==> config.mk <==
export PLATFORM = sky130hd
export DESIGN_NAME = riscv_core_rob_scoreboard
export DESIGN_NICKNAME = d
export VERILOG_FILES = /design/src/rtl/riscv_core_rob_scoreboard.sv
export SDC_FILE = /design/constraint.sdc
export NUM_CORES = 1
export LEC_CHECK = 0
export ABC_AREA = 1
export CAP_MARGIN = 30
export CELL_PAD_IN_SITES_DETAIL_PLACEMENT = 1
export CELL_PAD_IN_SITES_GLOBAL_PLACEMENT = 1
export CORE_MARGIN = 3
export CORE_UTILIZATION = 40
export DETAILED_ROUTE_END_ITERATION = 7
export PLACE_DENSITY = 0.84
export SLEW_MARGIN = 0
export SYNTH_ARGS = -nofsm -noshare
export SYNTH_HDL_FRONTEND = slang
export SYNTH_SLANG_ARGS = --single-unit
==> constraint.sdc <==
create_clock -name clk -period 7.1 [get_ports clk]
set_input_delay 1.775 -clock clk [delete_from_list [all_inputs] [get_ports clk]]
set_output_delay 1.775 -clock clk [all_outputs]
set_load 0.02 [all_outputs]
==> src/rtl/riscv_core_rob_scoreboard.sv <==
// rtl/riscv_core_rob_scoreboard.sv - issue-side ROB scoreboard: RAW stall, writeback-port reservation, ROB fill
module riscv_core_rob_scoreboard (
   input  logic       clk,
   input  logic       reset,
   input  logic       issue_val,
   output logic       issue_rdy,
   input  logic       issue_rs1_en,
   input  logic [4:0] issue_rs1,
   input  logic       issue_rs2_en,
   input  logic [4:0] issue_rs2,
   input  logic       issue_rd_wen,
   input  logic [4:0] issue_rd,
   input  logic [1:0] issue_fu,
   output logic [3:0] issue_rob_slot,
   output logic       rob_alloc_req_val,
   input  logic       rob_alloc_req_rdy,
   output logic [4:0] rob_alloc_req_preg,
   input  logic [3:0] rob_alloc_resp_slot,
   output logic       rob_fill_val,
   output logic [3:0] rob_fill_slot,
   input  logic       rob_commit_wen,
   input  logic [3:0] rob_commit_slot,
   input  logic [4:0] rob_commit_rf_waddr
);

   // Register pending bits (bit 0 is never set) and newest in-flight writer per register.
   logic [31:0] pending;
   logic [3:0]  owner [32];

   // Writeback shift pipeline; position 1 is the completing instruction.
   logic [4:1]  wb_val;
   logic [3:0]  wb_slot [1:4];

   logic [2:0]  lat;
   logic        rs1_hit;
   logic        rs2_hit;
   logic        raw;
   logic        wbc;
   logic        fire;
   logic        rd_set;
   logic        commit_clr;

   // Functional-unit latency; encoding 3 behaves as an ALU.
   always_comb begin
      lat = 3'd1;
      case (issue_fu)
         2'd1:    lat = 3'd2;
         2'd2:    lat = 3'd4;
         default: lat = 3'd1;
      endcase
   end

   // Writeback-port conflict: the slot one position behind our landing spot would shift onto it.
   always_comb begin
      wbc = 1'b0;
      case (lat)
         3'd1:    wbc = wb_val[2];
         3'd2:    wbc = wb_val[3];
         default: wbc = 1'b0;
      endcase
   end

   // RAW check uses only registered pending state, so a commit this cycle is not forwarded.
   always_comb begin
      rs1_hit = issue_rs1_en && (issue_rs1 != 5'd0) && pending[issue_rs1];
      rs2_hit = issue_rs2_en && (issue_rs2 != 5'd0) && pending[issue_rs2];
      raw     = rs1_hit || rs2_hit;
   end

   // Handshake: the allocation request is independent of ROB readiness to avoid a comb loop.
   always_comb begin
      rob_alloc_req_val  = issue_val && !raw && !wbc;
      issue_rdy          = !raw && !wbc && rob_alloc_req_rdy;
      fire               = issue_val && issue_rdy;
      rob_alloc_req_preg = issue_rd_wen ? issue_rd : 5'd0;
      issue_rob_slot     = rob_alloc_resp_slot;
      rd_set             = fire && issue_rd_wen && (issue_rd != 5'd0);
      commit_clr         = rob_commit_wen && (rob_commit_rf_waddr != 5'd0)
                           && pending[rob_commit_rf_waddr]
                           && (owner[rob_commit_rf_waddr] == rob_commit_slot);
   end

   // Shift the writeback pipeline every cycle and drop a newly issued entry at its latency.
   always_ff @(posedge clk or posedge reset) begin
      if (reset) begin
         wb_val <= '0;
         for (int i = 1; i <= 4; i++) begin
            wb_slot[i] <= '0;
         end
      end else begin
         wb_val[1]  <= wb_val[2];
         wb_val[2]  <= wb_val[3];
         wb_val[3]  <= wb_val[4];
         wb_val[4]  <= 1'b0;
         wb_slot[1] <= wb_slot[2];
         wb_slot[2] <= wb_slot[3];
         wb_slot[3] <= wb_slot[4];
         wb_slot[4] <= 4'd0;
         if (fire) begin
            case (lat)
               3'd1: begin
                  wb_val[1]  <= 1'b1;
                  wb_slot[1] <= rob_alloc_resp_slot;
               end
               3'd2: begin
                  wb_val[2]  <= 1'b1;
                  wb_slot[2] <= rob_alloc_resp_slot;
               end
               default: begin
                  wb_val[4]  <= 1'b1;
                  wb_slot[4] <= rob_alloc_resp_slot;
               end
            endcase
         end
      end
   end

   // Pending/owner tracking; an issue to the same register overrides a same-cycle commit clear.
   always_ff @(posedge clk or posedge reset) begin
      if (reset) begin
         pending <= '0;
         for (int i = 0; i < 32; i++) begin
            owner[i] <= '0;
         end
      end else begin
         if (commit_clr) begin
            pending[rob_commit_rf_waddr] <= 1'b0;
         end
         if (rd_set) begin
            pending[issue_rd] <= 1'b1;
            owner[issue_rd]   <= rob_alloc_resp_slot;
         end
      end
   end

   assign rob_fill_val  = wb_val[1];
   assign rob_fill_slot = wb_slot[1];

endmodule

==> key figures <==
Run status
  – Status: finished, final reports clean

Setup path
  – WP data arrival: 4.39 ns
  – FF-to-FF path depth: 13
  – Worst reg2reg startpoint: pending[17]$_DFF_PP0_
  – CP Data Required Time: 5.33 ns
  – CP max FO: 15
  – Endpoint class of the critical path: output pin
  – Buffer and inverter count on the worst path: 3
  – Top delay family on crit path: buffers and inverters
  – CP max stage cell: clkdlybuf4s50_1
  – R2r endpoint: owner[73]$_DFFE_PP0P_
  – Kind of critical path: input pin to output pin
  – R2R Setup Slk: 4.31 ns
  – CP dominant cell by count: nand2_1
  – Critical Path Max Stage Delay: 0.81 ns
  – Startpoint class of the critical path: input pin
  – Cell Chain, Critical Path: clkdlybuf4s50_1, buf_4, nand2_1, nand3_1, nand2_1, nand2_1, nand2_1, nor2_1, nand2_1, nand3_1, nand3_1, nor2_2, clkdlybuf4s50_1

Drt
  – Detailed-route via count: 10500
  – Wire length on met3: 2670 um
  – Met2 WL: 16900 um
  – Met1 wire length: 16400 um
  – Drt total wl: 36800 um
  – Post-route DRC: 0
  – Max Used Layer: met4
  – Vias per inst: 5.78
  – Initial DRC count: 1007
  – Post-DR wirelength/cell: 20.3 um
  – First drt pass iteration count: 5
  – Antenna-violating nets left: 0

STA
  – Worst slew pin tran: 1.08 ns
  – Endpoints failing hold: 0
  – Fin Clk Skew: 0.0150 ns
  – Fin crit period: 6.16 ns
  – Period utilization: 86.8%
  – RSZ-0062 raised after global routing: false
  – Final Max Tran Viols: 0
  – Setup TNS: 0 ns
  – Setup ws final: 0.939 ns
  – FMAX: 0.162 GHz
  – # setup viols final: 0
  – Rel. slew slack: 27.5%

Floorplan
  – Starting density of the core: 41.2%
  – Die X-Extent: 165 um
  – Core Footprint: 0.0246 mm2
  – Die Height: 165 um
  – Die Area: 0.0273 mm2
  – Number of I/O pins: 54
  – Rows: 57

Clock network
  – Clock-pin slew on the worst setup and hold paths: 0.08 ns
  – Total clock buffers created by CTS: 17
  – TritonCTS Sinks: 180
  – Resized cells post-CTS: 0
  – CTS tree: yes
  – Root buf cell: clkbuf_16
  – Post-CTS setup buffers: 0
  – Hold Buf Count CTS: 0
  – CTS Buffer Depth: 2
  – Skew-Pair Late Insertion Delay: 0.45 ns
  – H-tree depth: 4

Power
  – Reg power frac: 44.6%
  – Switching share of total power: 31.7%
  – Internal power: 1.75 mW
  – Tot Pwr: 2.55 mW
  – Clock share of power: 40.3%
  – Pleak: 6.00 nW
  – Worst vdd ir: 137 uV
  – Gate power share: 15.0%
  – Switching pwr: 0.809 mW
  – Power per cell area: 222 mW/mm2

Layout
  – Fin nets: 1513
  – Number of diodes: 0
  – Share of cells above drive strength 1: 4.64%
  – Layout Utilization: 46.7%
  – Area Overhead vs Synth: 13.1%
  – Fin area: 0.0115 mm2

Global routing
  – First-pass GRT wire length: 59200 um
  – Antenna violations before repair: 0
  – Vias in the first global route: 10600
  – Total grt overflow: 0
  – Largest net degree at the start of global routing: 88
  – Tot GR Track Use: 28.0%

Logic synthesis
  – Yosys cell types: 23
  – Syn Inst Count: 1478
  – Avg Inst Size Synth: 6.87 um2
  – Post-Syn Area: 0.0101 mm2
  – #FFs+latches synth: 180
  – Yosys warns: 0
  – Net Count, Synth: 1518
  – Sequential fraction of the synthesis area: 44.4%

Place
  – Final GP Congestion: 0.848
  – # port buffers: 53
  – Dpl ws: 0.956 ns
  – Post-DP Area: 0.0108 mm2
  – HPWL reported at the end of detailed placement: 24300 um

Worst hold path
  – Hold Crit Depth: 0
  – Min-delay src: wb_slot[3]$_DFF_PP0_
  – Worst Hold Path EP: wb_slot[7]$_DFF_PP0_
  – Hold WC Path Type: flop to flop

Job
  – Max cap viols: 0
cells in the mapped netlist:
| cell type | instances | area share [%] |
|---|---|---|
| o22ai_1 | 1 | 0.062 |
| a21boi_0 | 1 | 0.074 |
| inv_2 | 5 | 0.18 |
| a21oi_1 | 16 | 0.79 |
| dfrtp_1 | 180 | 44 |
| clkbuf_1 | 47 | 1.7 |
| buf_1 | 4 | 0.15 |
| o211ai_1 | 2 | 0.15 |
| nand2_1 | 689 | 25 |
| buf_2 | 38 | 1.9 |
| nor2_2 | 4 | 0.25 |
| inv_1 | 75 | 2.8 |
| nand3_1 | 68 | 3.4 |
| nor2_1 | 110 | 4.1 |
| buf_4 | 12 | 0.89 |
| ha_1 | 2 | 0.25 |
| clkinv_1 | 1 | 0.037 |
| nor3_1 | 8 | 0.39 |
| a22oi_1 | 2 | 0.15 |
| nand4_1 | 197 | 12 |
| o21ai_0 | 12 | 0.59 |
| nand3b_1 | 1 | 0.074 |
| o21ai_1 | 3 | 0.15 |
cell type report:
cell class                 count  area, um2
timing repair buffer          77        748
inverter                      81        312
clock inverter                15        206
fill                        3157      13100
clock buffer                  17        425
tap                          324        405
multi-input combinational   1116       4880
sequential                   180       4500
routing by layer:
layer	track usage, %	vias to the layer above
met5	0	-
met4	8.77	0
met3	4.66	66
met2	43.8	406
met1	39.7	5183
li1	-	4813
cells by family after synthesis:
family | count (synthesis) | synth area share, %
and+or+nand+nor | 1077 | 45.8
buffers and inverters | 182 | 7.64
DFF | 180 | 44.4
AOI/OAI and AO/OA | 37 | 1.96
adders and majority gates | 2 | 0.247
sequential cells by signal, indices dropped and copies added (netlist names):
name and flops:
wb_slot 12, pending 32, owner 128, wb_val 4, rob_fill_slot 4
power by group through the flow:
stage	logic (mW)	registers (mW)	clock network (mW)
floorplan	0.244	1.14	0
global placement	0.366	1.16	0
detailed placement	0.377	1.16	0
CTS	0.380	1.14	1.04
global route	0.425	1.15	1.08
finish	0.383	1.14	1.03
metrics by stage:
| stage | std cells | hold slack [ns] |
|---|---|---|
| 2_1_floorplan | 1478 | 0.331 |
| 3_3_place_gp | 1777 | 0.332 |
| 3_5_place_dp | 1777 | 0.336 |
| 4_1_cts | 1809 | 0.355 |
| 5_1_grt | 1810 | 0.362 |
| 6_report | 1810 | 0.353 |
layout by cell type (no fill, tap or decap):
master / count
o22ai_1: 1
ha_1: 2
clkinv_4: 1
buf_12: 3
clkdlybuf4s50_1: 53
nand2_1: 689
nor2_2: 5
inv_4: 1
clkbuf_4: 1
nand3b_1: 1
nor2_4: 1
nor3_1: 8
nand3_1: 68
clkinv_8: 3
o211ai_1: 2
nor2_1: 108
a21boi_0: 1
a22oi_1: 2
o21ai_1: 3
dfrtp_1: 180
nand4_1: 197
buf_4: 20
o21ai_0: 12
inv_8: 4
a21oi_1: 16
inv_2: 5
inv_6: 6
clkbuf_16: 17
bufinv_16: 2
clkinv_1: 1
inv_1: 73
worst max path at each step:
| stage | from | endpoint | slack, ns | cells after the start |
|---|---|---|---|---|
| finish | issue_rs1[0] | rob_alloc_req_val | 0.94 | 13 |
| global route | issue_rs2[0] | rob_alloc_req_val | 0.77 | 13 |
| CTS | issue_rs2[0] | rob_alloc_req_val | 0.93 | 12 |
| detailed placement | issue_rs1[0] | rob_alloc_req_val | 0.96 | 13 |
| global placement | issue_rs1[0] | rob_alloc_req_val | 0.98 | 13 |
| floorplan | reset | owner[0]$_DFFE_PP0P_ | 0.44 | 1 |
worst register-to-register path, cell delays in order, from the launching register on:
cell     delay (ns)
dfrtp_1        0.46
nand2_1        0.09
o21ai_0        0.08
nand2_1        0.08
nand3_1        0.08
nor2_1         0.10
nand2_1        0.06
nand3_1        0.13
nand3_1        0.25
nor2_2         0.17
buf_4          0.41
nand4_1        0.49
nand2_1        0.20
nand2_1        0.08
No activity file was read; power rests on OpenSTA's default activity.
